==> src/rtl/note_sequencer.sv <==
// note_sequencer
//   Song-playback front end for the piano buzzer stage. Holds a writable song
//   memory of 8-bit note words ([4:0] key code, [7:5] beats-1) and, on start,
//   plays it by driving key/key_on for the buzzer tone generator. Every note
//   ends with a GAP_CYCLES silent tail so repeated pitches stay distinct.
//
//   Key codes: 0-15 pitched, 30 END marker, 16-29 and 31 rest.
//
//   Parameters:
//     BEAT_CYCLES  clk cycles per beat (must exceed GAP_CYCLES)
//     GAP_CYCLES   silent cycles closing each note (>= 1)
//     ADDR_W       song memory address width (depth 2**ADDR_W)
//
//   Ports:
//     clk, rst_n          clock, asynchronous active-low reset
//     wr_en/wr_addr/wr_data  song memory write, ignored while busy
//     start               level-sampled, starts playback at address 0 when idle
//     stop                aborts playback (wins over start)
//     loop                restart at end of song (only with NOTE_SEQ_LOOP_EN)
//     key, key_on         pitch index and tone gate to the buzzer
//     busy                high whenever not idle
//     note_idx            address of the note currently sounding
//     done                one-cycle pulse at end of song
//
//   Build option: define NOTE_SEQ_LOOP_EN to add the loop port.
module note_sequencer #(
  parameter int unsigned BEAT_CYCLES = 25_000_000,
  parameter int unsigned GAP_CYCLES  = 2_500_000,
  parameter int unsigned ADDR_W      = 5
) (
  input  logic              clk,
  input  logic              rst_n,
  input  logic              wr_en,
  input  logic [ADDR_W-1:0] wr_addr,
  input  logic [7:0]        wr_data,
  input  logic              start,
  input  logic              stop,
`ifdef NOTE_SEQ_LOOP_EN
  input  logic              loop,
`endif
  output logic [4:0]        key,
  output logic              key_on,
  output logic              busy,
  output logic [ADDR_W-1:0] note_idx,
  output logic              done
);

  typedef enum logic [2:0] {
    S_IDLE,
    S_FETCH,
    S_DECODE,
    S_NOTE,
    S_GAP,
    S_END
  } state_t;

  localparam logic [31:0]       BEAT_LAST = 32'(BEAT_CYCLES - 1);
  localparam logic [31:0]       TAIL_LAST = 32'(BEAT_CYCLES - GAP_CYCLES - 1);
  localparam logic [31:0]       GAP_LAST  = 32'(GAP_CYCLES - 1);
  localparam logic [ADDR_W-1:0] ADDR_MAX  = '1;
  localparam logic [4:0]        KEY_END   = 5'd30;

  state_t            state;
  logic [ADDR_W-1:0] addr;
  logic [2:0]        beat_cnt;
  logic [31:0]       cyc_cnt;
  logic [7:0]        rd_word;
  logic              loop_go;

  logic [7:0] mem [2**ADDR_W];

`ifdef NOTE_SEQ_LOOP_EN
  assign loop_go = loop;
`else
  assign loop_go = 1'b0;
`endif

  // Song memory: synchronous read, contents not reset. busy is low exactly
  // when the FSM is idle, so it doubles as the write-enable qualifier.
  always_ff @(posedge clk) begin
    if (wr_en && !busy) mem[wr_addr] <= wr_data;
    rd_word <= mem[addr];
  end

  always_ff @(posedge clk or negedge rst_n) begin
    if (!rst_n) begin
      state    <= S_IDLE;
      addr     <= '0;
      beat_cnt <= '0;
      cyc_cnt  <= '0;
      key      <= '0;
      key_on   <= 1'b0;
      busy     <= 1'b0;
      done     <= 1'b0;
      note_idx <= '0;
    end else begin
      done <= 1'b0;
      if (stop) begin
        state  <= S_IDLE;
        key_on <= 1'b0;
        busy   <= 1'b0;
      end else begin
        case (state)
          S_IDLE: begin
            if (start) begin
              addr  <= '0;
              busy  <= 1'b1;
              state <= S_FETCH;
            end
          end
          S_FETCH: state <= S_DECODE;
          S_DECODE: begin
            cyc_cnt  <= '0;
            beat_cnt <= rd_word[7:5];
            if (rd_word[4:0] == KEY_END) begin
              done  <= 1'b1;
              state <= S_END;
            end else begin
              note_idx <= addr;
              state    <= S_NOTE;
              // Rests keep the previous key so the buzzer sees a stable index.
              if (!rd_word[4]) begin
                key    <= rd_word[4:0];
                key_on <= 1'b1;
              end else begin
                key_on <= 1'b0;
              end
            end
          end
          S_NOTE: begin
            // Whole beats are counted down first; the last beat is shortened
            // by the gap so the full note still spans (dur+1) beats.
            if (beat_cnt != 3'd0) begin
              if (cyc_cnt == BEAT_LAST) begin
                cyc_cnt  <= '0;
                beat_cnt <= beat_cnt - 3'd1;
              end else begin
                cyc_cnt <= cyc_cnt + 32'd1;
              end
            end else if (cyc_cnt == TAIL_LAST) begin
              cyc_cnt <= '0;
              key_on  <= 1'b0;
              state   <= S_GAP;
            end else begin
              cyc_cnt <= cyc_cnt + 32'd1;
            end
          end
          S_GAP: begin
            if (cyc_cnt == GAP_LAST) begin
              cyc_cnt <= '0;
              if (addr == ADDR_MAX) begin
                done  <= 1'b1;
                state <= S_END;
              end else begin
                addr  <= addr + 1'b1;
                state <= S_FETCH;
              end
            end else begin
              cyc_cnt <= cyc_cnt + 32'd1;
            end
          end
          S_END: begin
            if (loop_go) begin
              addr  <= '0;
              state <= S_FETCH;
            end else begin
              busy  <= 1'b0;
              state <= S_IDLE;
            end
          end
          default: begin
            key_on <= 1'b0;
            busy   <= 1'b0;
            state  <= S_IDLE;
          end
        endcase
      end
    end
  end

endmodule
==> config.mk <==
export PLATFORM = sky130hd
export DESIGN_NAME = note_sequencer
export DESIGN_NICKNAME = d
export VERILOG_FILES = /design/src/rtl/note_sequencer.sv
export SDC_FILE = /design/constraint.sdc
export NUM_CORES = 1
export LEC_CHECK = 0
export ABC_AREA = 1
export BUFFER_PORTS_ARGS = -buffer_cell sky130_fd_sc_hd__buf_2
export CORE_AREA = 2 2 157 159
export CTS_BUF_LIST = sky130_fd_sc_hd__clkbuf_4
export DETAILED_ROUTE_END_ITERATION = 8
export DIE_AREA = 0 0 159 161
export GPL_TIMING_DRIVEN = 0
export HOLD_SLACK_MARGIN = 0.06
export PLACE_DENSITY = 0.73
export RECOVER_POWER = 100
export SYNTH_ARGS = -nofsm -noshare
export SYNTH_HDL_FRONTEND = slang
export SYNTH_SLANG_ARGS = --single-unit
==> constraint.sdc <==
create_clock -name clk -period 4.95 [get_ports clk]
set_input_delay 0.2475 -clock clk [delete_from_list [all_inputs] [get_ports clk]]
set_output_delay 0.2475 -clock clk [all_outputs]
set_load 0.005 [all_outputs]
* Word-level counts from Yosys, hierarchy flattened
Memories as Yosys holds them, arrays and structs flattened. A register that Yosys moved wholly into a read port is not among the register bits.
Cells that the tools add are included.
** Cells by class
- Reductions and logical operators :: 17
- Multiplexer cells :: 36
- Bitwise logic cells :: 3
- Eq/ne operators :: 22
- Add/sub/neg operators :: 3
** Operator list (count)
- 32-bit two-way mux :: 4
- 32-bit case mux with 3 select lines :: 1
- 32-bit by 25-bit equality test with 1-bit output, second input constant :: 2
- 32-bit by 1-bit adder with 32-bit output, second input constant :: 1
- 32-bit by 22-bit equality test with 1-bit output, second input constant :: 1
- 3-bit two-way mux :: 9
- 4-bit AND reduction :: 4
- 5-bit two-way mux :: 3
- 3-bit inequality test, second input constant :: 5
- 3-bit case mux with 5 select lines :: 1
- 1-bit two-way mux :: 13
- 5-bit equality test, second input constant :: 2
- 2-bit inequality test, second input constant :: 5
- 5-bit case mux with 2 select lines :: 1
- 4-bit OR reduction :: 2
- 3-bit by 2-bit equality test with 1-bit output, second input constant :: 2
- 3-bit equality test, second input constant :: 2
- 3-bit case mux with 2 select lines :: 1
- 3-bit nonzero test :: 2
- 5-bit by 1-bit adder with 5-bit output, second input constant :: 1
- 5-bit AND reduction :: 1
- 2-bit by 1-bit inequality test with 1-bit output, second input constant :: 2
- 1-bit case mux with 2 select lines :: 2
- 2-bit AND reduction :: 2
- 9 further kinds :: 12
** Word-level totals
- Input bits :: 18
- Memory bits (writable) :: 256
- Logic and storage cells :: 91
- Memories kept :: 1
- Bits in registers :: 55
- Output and inout port bits :: 13
** Memory list
- mem :: words 32, bits a word 8, rd ports 1, clocked after memory_dff 1, write ports 1, RTL line 70 : logic [7:0] mem [2**ADDR_W];

* Longest topological paths before layout
- Word-level depth :: 5
- Depth in mapped cells :: 13
- Mapped depth without buffers :: 13

* Least setup slack after synthesis
Ideal clock, no wire load.
- Path type :: reg2reg
- From :: reg beat_cnt[0]
- To :: reg cyc_cnt[19]
- Slack :: 3291 ps
- Clock period less this slack :: 1659 ps
- Arrival time :: 1546 ps
- Data required time :: 4837 ps
- Stages on the path, launching flop included :: 13
- Buffers on the path :: 1
- Setup time :: 113 ps
- Path through :: dfrtp_1 > inv_1 > ha_1 > ha_1 > nor3_1 > nand2_1 > nor2_1 > nand3_1 > nand3_2 > nand3_4 > buf_6 > nand2_1 > inv_1
** Between the ends
- Word-level cells in the longest chain between the ends :: 3
** RTL lines
- start, declared :: RTL line 65 : logic [2:0] beat_cnt;
- start signal, assigned :: RTL line 114 : beat_cnt <= rd_word[7:5];
- start signal, assigned :: RTL line 136 : beat_cnt <= beat_cnt - 3'd1;
- 3-bit nonzero test :: RTL line 133 : if (beat_cnt != 3'd0) begin
- 32-bit two-way mux :: RTL line 133
- 32-bit case mux with 3 select lines :: RTL line 103 : case (state)
- end signal, assigned :: RTL line 138 : cyc_cnt <= cyc_cnt + 32'd1;
- end signal, assigned :: RTL line 145 : cyc_cnt <= cyc_cnt + 32'd1;
- end signal, assigned :: RTL line 159 : cyc_cnt <= cyc_cnt + 32'd1;
- end, declared :: RTL line 66 : logic [31:0] cyc_cnt;
No other way between the ends.
A chain may end at the register's enable or synchronous reset.

==> results.sh <==
export IMPL_drc=0
export IMPL_finalSetupViolCount=0
export IMPL_drt_first_pass_iters=6
export IMPL_coreArea_um2=23960
export IMPL_crit_path_top_delay_cell="clkbuf_1"
export IMPL_clockBufferDepth=3
export IMPL_status="complete, but fails checks"
export IMPL_ir_drop_v=0.0002923
export IMPL_syn_avg_cell_area_um2=10.45
export IMPL_clk_pin_slew_ns=0.07
export IMPL_synth_cell_types=48
export IMPL_crit_buf_inv=2
export IMPL_multi_input_area_um2=4078
export IMPL_critical_path_class="input port to async pin"
export IMPL_hold_viol_final=0
export IMPL_ys_ff_latch=319
export IMPL_cp_slowest_stage_delay_ns=2.09
export IMPL_crit_arrival_ns=2.94
export IMPL_syn_to_final_growth_pct=11.27
export IMPL_worstSetupStartpointType="input port"
export IMPL_ys_seq_area_frac=0.6556
export IMPL_ant_nets=0
export IMPL_root_buffer="clkbuf_4"
export IMPL_fin_setup_tns_ns=0
export IMPL_yosysTopAreaCell="edfxtp_1"
export IMPL_cts_setup_buffers=0
export IMPL_worstPathMaxFanout=55
export IMPL_crit_required_ns=5.09
export IMPL_cts_buffers=81
export IMPL_syn_nets=1370
export IMPL_io_pins=31
export IMPL_synth_mux_area_frac=0.001601
export IMPL_critical_path_top_delay_family="buffers and inverters"
export IMPL_crit_chain="dlygate4sd3_1 > clkbuf_1"
export IMPL_whs_ns=0.2413
export IMPL_grt_ovfl_total=0
export IMPL_timing_final_crit_share=0.5644
export IMPL_cap_violations=7
export IMPL_maxSlewHeadroom=-0.9852
export IMPL_period_needed_ns=2.794
export IMPL_final_nets=1487
export IMPL_fmax_ghz=0.3580
export IMPL_globalplace_congestion=0.9180
export IMPL_syn_area_um2=14070
export IMPL_grt_max_degree=56
export IMPL_grt_use_total=0.2895
export IMPL_wl_um=36550
export IMPL_pwr_density_cell_nw_per_um2=390.3
export IMPL_layout_drive_gt1_share=0.1299
export IMPL_drt_initial_drc_count=1096
export IMPL_die_x_um=159
export IMPL_port_buffers=28
export IMPL_tightest_slew_ns=2.978
export IMPL_n_fill_cell=1923
export IMPL_crit_path_end_kind="async pin"
export IMPL_vias=10610
export IMPL_htreeDepth=3
export IMPL_rows=57
export IMPL_post_cts_resized=0
export IMPL_antenna_found_initial=1
export IMPL_async_flop_share=0.1724
export IMPL_synthAdderAreaFrac=0.004446
export IMPL_yosys_area_top_type_share=0.5464
export IMPL_placed_cell_area_um2=14620
export IMPL_cts_sinks=319
export IMPL_die_area_um2=25600
export IMPL_avgViaCountPerCell=5.736
export IMPL_synth_simple_area_share=0.1798
export IMPL_power_mw=6.111
export IMPL_cts_tree="built"
export IMPL_rsz0062_at_grt="false"
export IMPL_synth_compound_area_frac=0.1007
export IMPL_worstHoldPathType="input port to register"
export IMPL_synth_ff_type="edfxtp_1"
export IMPL_grt_pass1_wl_um=55830
export IMPL_synthCells=1347
export IMPL_dp_hpwl_um=23950
export IMPL_dieHeight_um=161
export IMPL_synth_area_leaders="edfxtp_1 55%, dfrtp_1 9.8%, nor2_1 7.1%"
export IMPL_cellLeakagePower_nw=6.051
export IMPL_initial_core_util=0.5871
export IMPL_skew_ns=0.03227
export IMPL_violations="capacitance limit, slew limit"
export IMPL_slew_viol_final=254
export IMPL_final_area_um2=15660
export IMPL_wire_per_inst_um=19.77
export IMPL_yosys_warnings=0
export IMPL_synth_xor_area_share=0.008092
export IMPL_synth_edf_count=256
export IMPL_seq_area_um2=9224
export IMPL_grt_pass1_vias=10380
export IMPL_synth_top_family_by_area="simple AND/OR/NAND/NOR gates"
export IMPL_clk_latency_ns=0.70
==> synth_stat cells, types with 10 or more instances <==
cell and count:
nor2_1 268, edfxtp_1 256, nand2_1 201, o21ai_0 148, inv_1 92, nand3_1 68, dfrtp_1 55, o22ai_1 41
buf_2 20, clkbuf_1 20, nand4_1 19, a22oi_1 15, o21ai_1 15, xor2_1 12, buf_4 11, nor2_2 11
o211ai_1 11, nor3_1 10
==> logic make-up (layout without fill, tap and decap cells) <==
logic type               count (synthesis)  count (layout)
AND/OR/NAND/NOR                        599             599
flip-flops                             319             319
XOR/XNOR                                13              13
multiplexers                             2               2
AO/OA/AOI/OAI                          247             247
buffers and inverters                  161             338
adder cells (fa/ha/maj)                  5               5
other                                    1               2
==> sequential cells by signal, summed over array words and instances (netlist names) <==
signal and count:
addr 5, beat_cnt 3, busy 1, cyc_cnt 32, done 1, key 4
key_on 1, mem 256, note_idx 5, rd_word 8, state 3
==> worst paths after layout <==
check / from / to / slack (ns) / depth (start not counted)
setup / recovery: rst_n / note_idx[3]$_DFFE_PN0P_ / 2.16 / 2
hold / removal: wr_addr[4] / mem[17][3]$_DFFE_PP_ / 0.24 / 3
setup reg to reg: addr[1]$_DFFE_PN0P_ / rd_word[2]$_DFF_P_ / 2.29 / 9
hold reg to reg: rd_word[0]$_DFF_P_ / key[0]$_DFFE_PN0P_ / 0.48 / 2
max in group clk: addr[1]$_DFFE_PN0P_ / rd_word[2]$_DFF_P_ / 2.29 / 9
min in group asynchronous: rst_n / cyc_cnt[20]$_DFFE_PN0P_ / 1.08 / 2
==> power breakdown <==
group	internal (mW)	total, mW	switching (mW)
logic	0.217	0.707	0.490
registers	3.01	3.08	0.0671
clock network	1.28	2.32	1.04
==> metal layers <==
layer / vias up / share of wire / track usage
li1: 4941 / - / -
met4: 0 / 0.043 / 0.1483
met5: - / 0 / 0
met2: 563 / 0.48 / 0.4796
met3: 117 / 0.10 / 0.06163
met1: 4984 / 0.38 / 0.3642
==> stage by stage <==
stage,setup slack (ns),util,instances
global route,1.446,0.6533,1849
CTS,2.358,0.6578,1848
global placement,2.563,0.6099,1699
finish,2.156,0.6533,1849
floorplan,3.291,-,1347
detailed placement,2.399,0.6099,1699
==> what timing repair did <==
action                                 CTS  global route
hold buffers                             6             0
endpoints found under the hold margin   79             0
setup endpoints to repair                0             0
==> layout by cell type (no fill, tap or decap), types with 41 or more instances in the layout <==
master	count
nor2_1	272
edfxtp_1	256
nand2_1	204
o21ai_0	153
clkbuf_4	121
inv_1	95
nand3_1	69
dfrtp_1	55
clkbuf_1	41
o22ai_1	41
==> tightest hold or removal path, stage by stage <==
cell and delay [ns]:
buf_2 0.14, nand3_1 0.15, nor2_1 0.19
==> cell type report <==
type | count | share of cell area
diodes | 1 | 0.0001598
plain buffers | 58 | 0.01846
clock buffers | 121 | 0.05802
clock inverters | 22 | 0.01143
inverters | 103 | 0.02486
multi-input cells | 867 | 0.2605
flip-flops and latches | 319 | 0.5892
well taps | 324 | 0.02590
repair buffers | 34 | 0.01151
Power figures use the tool's default switching activity.
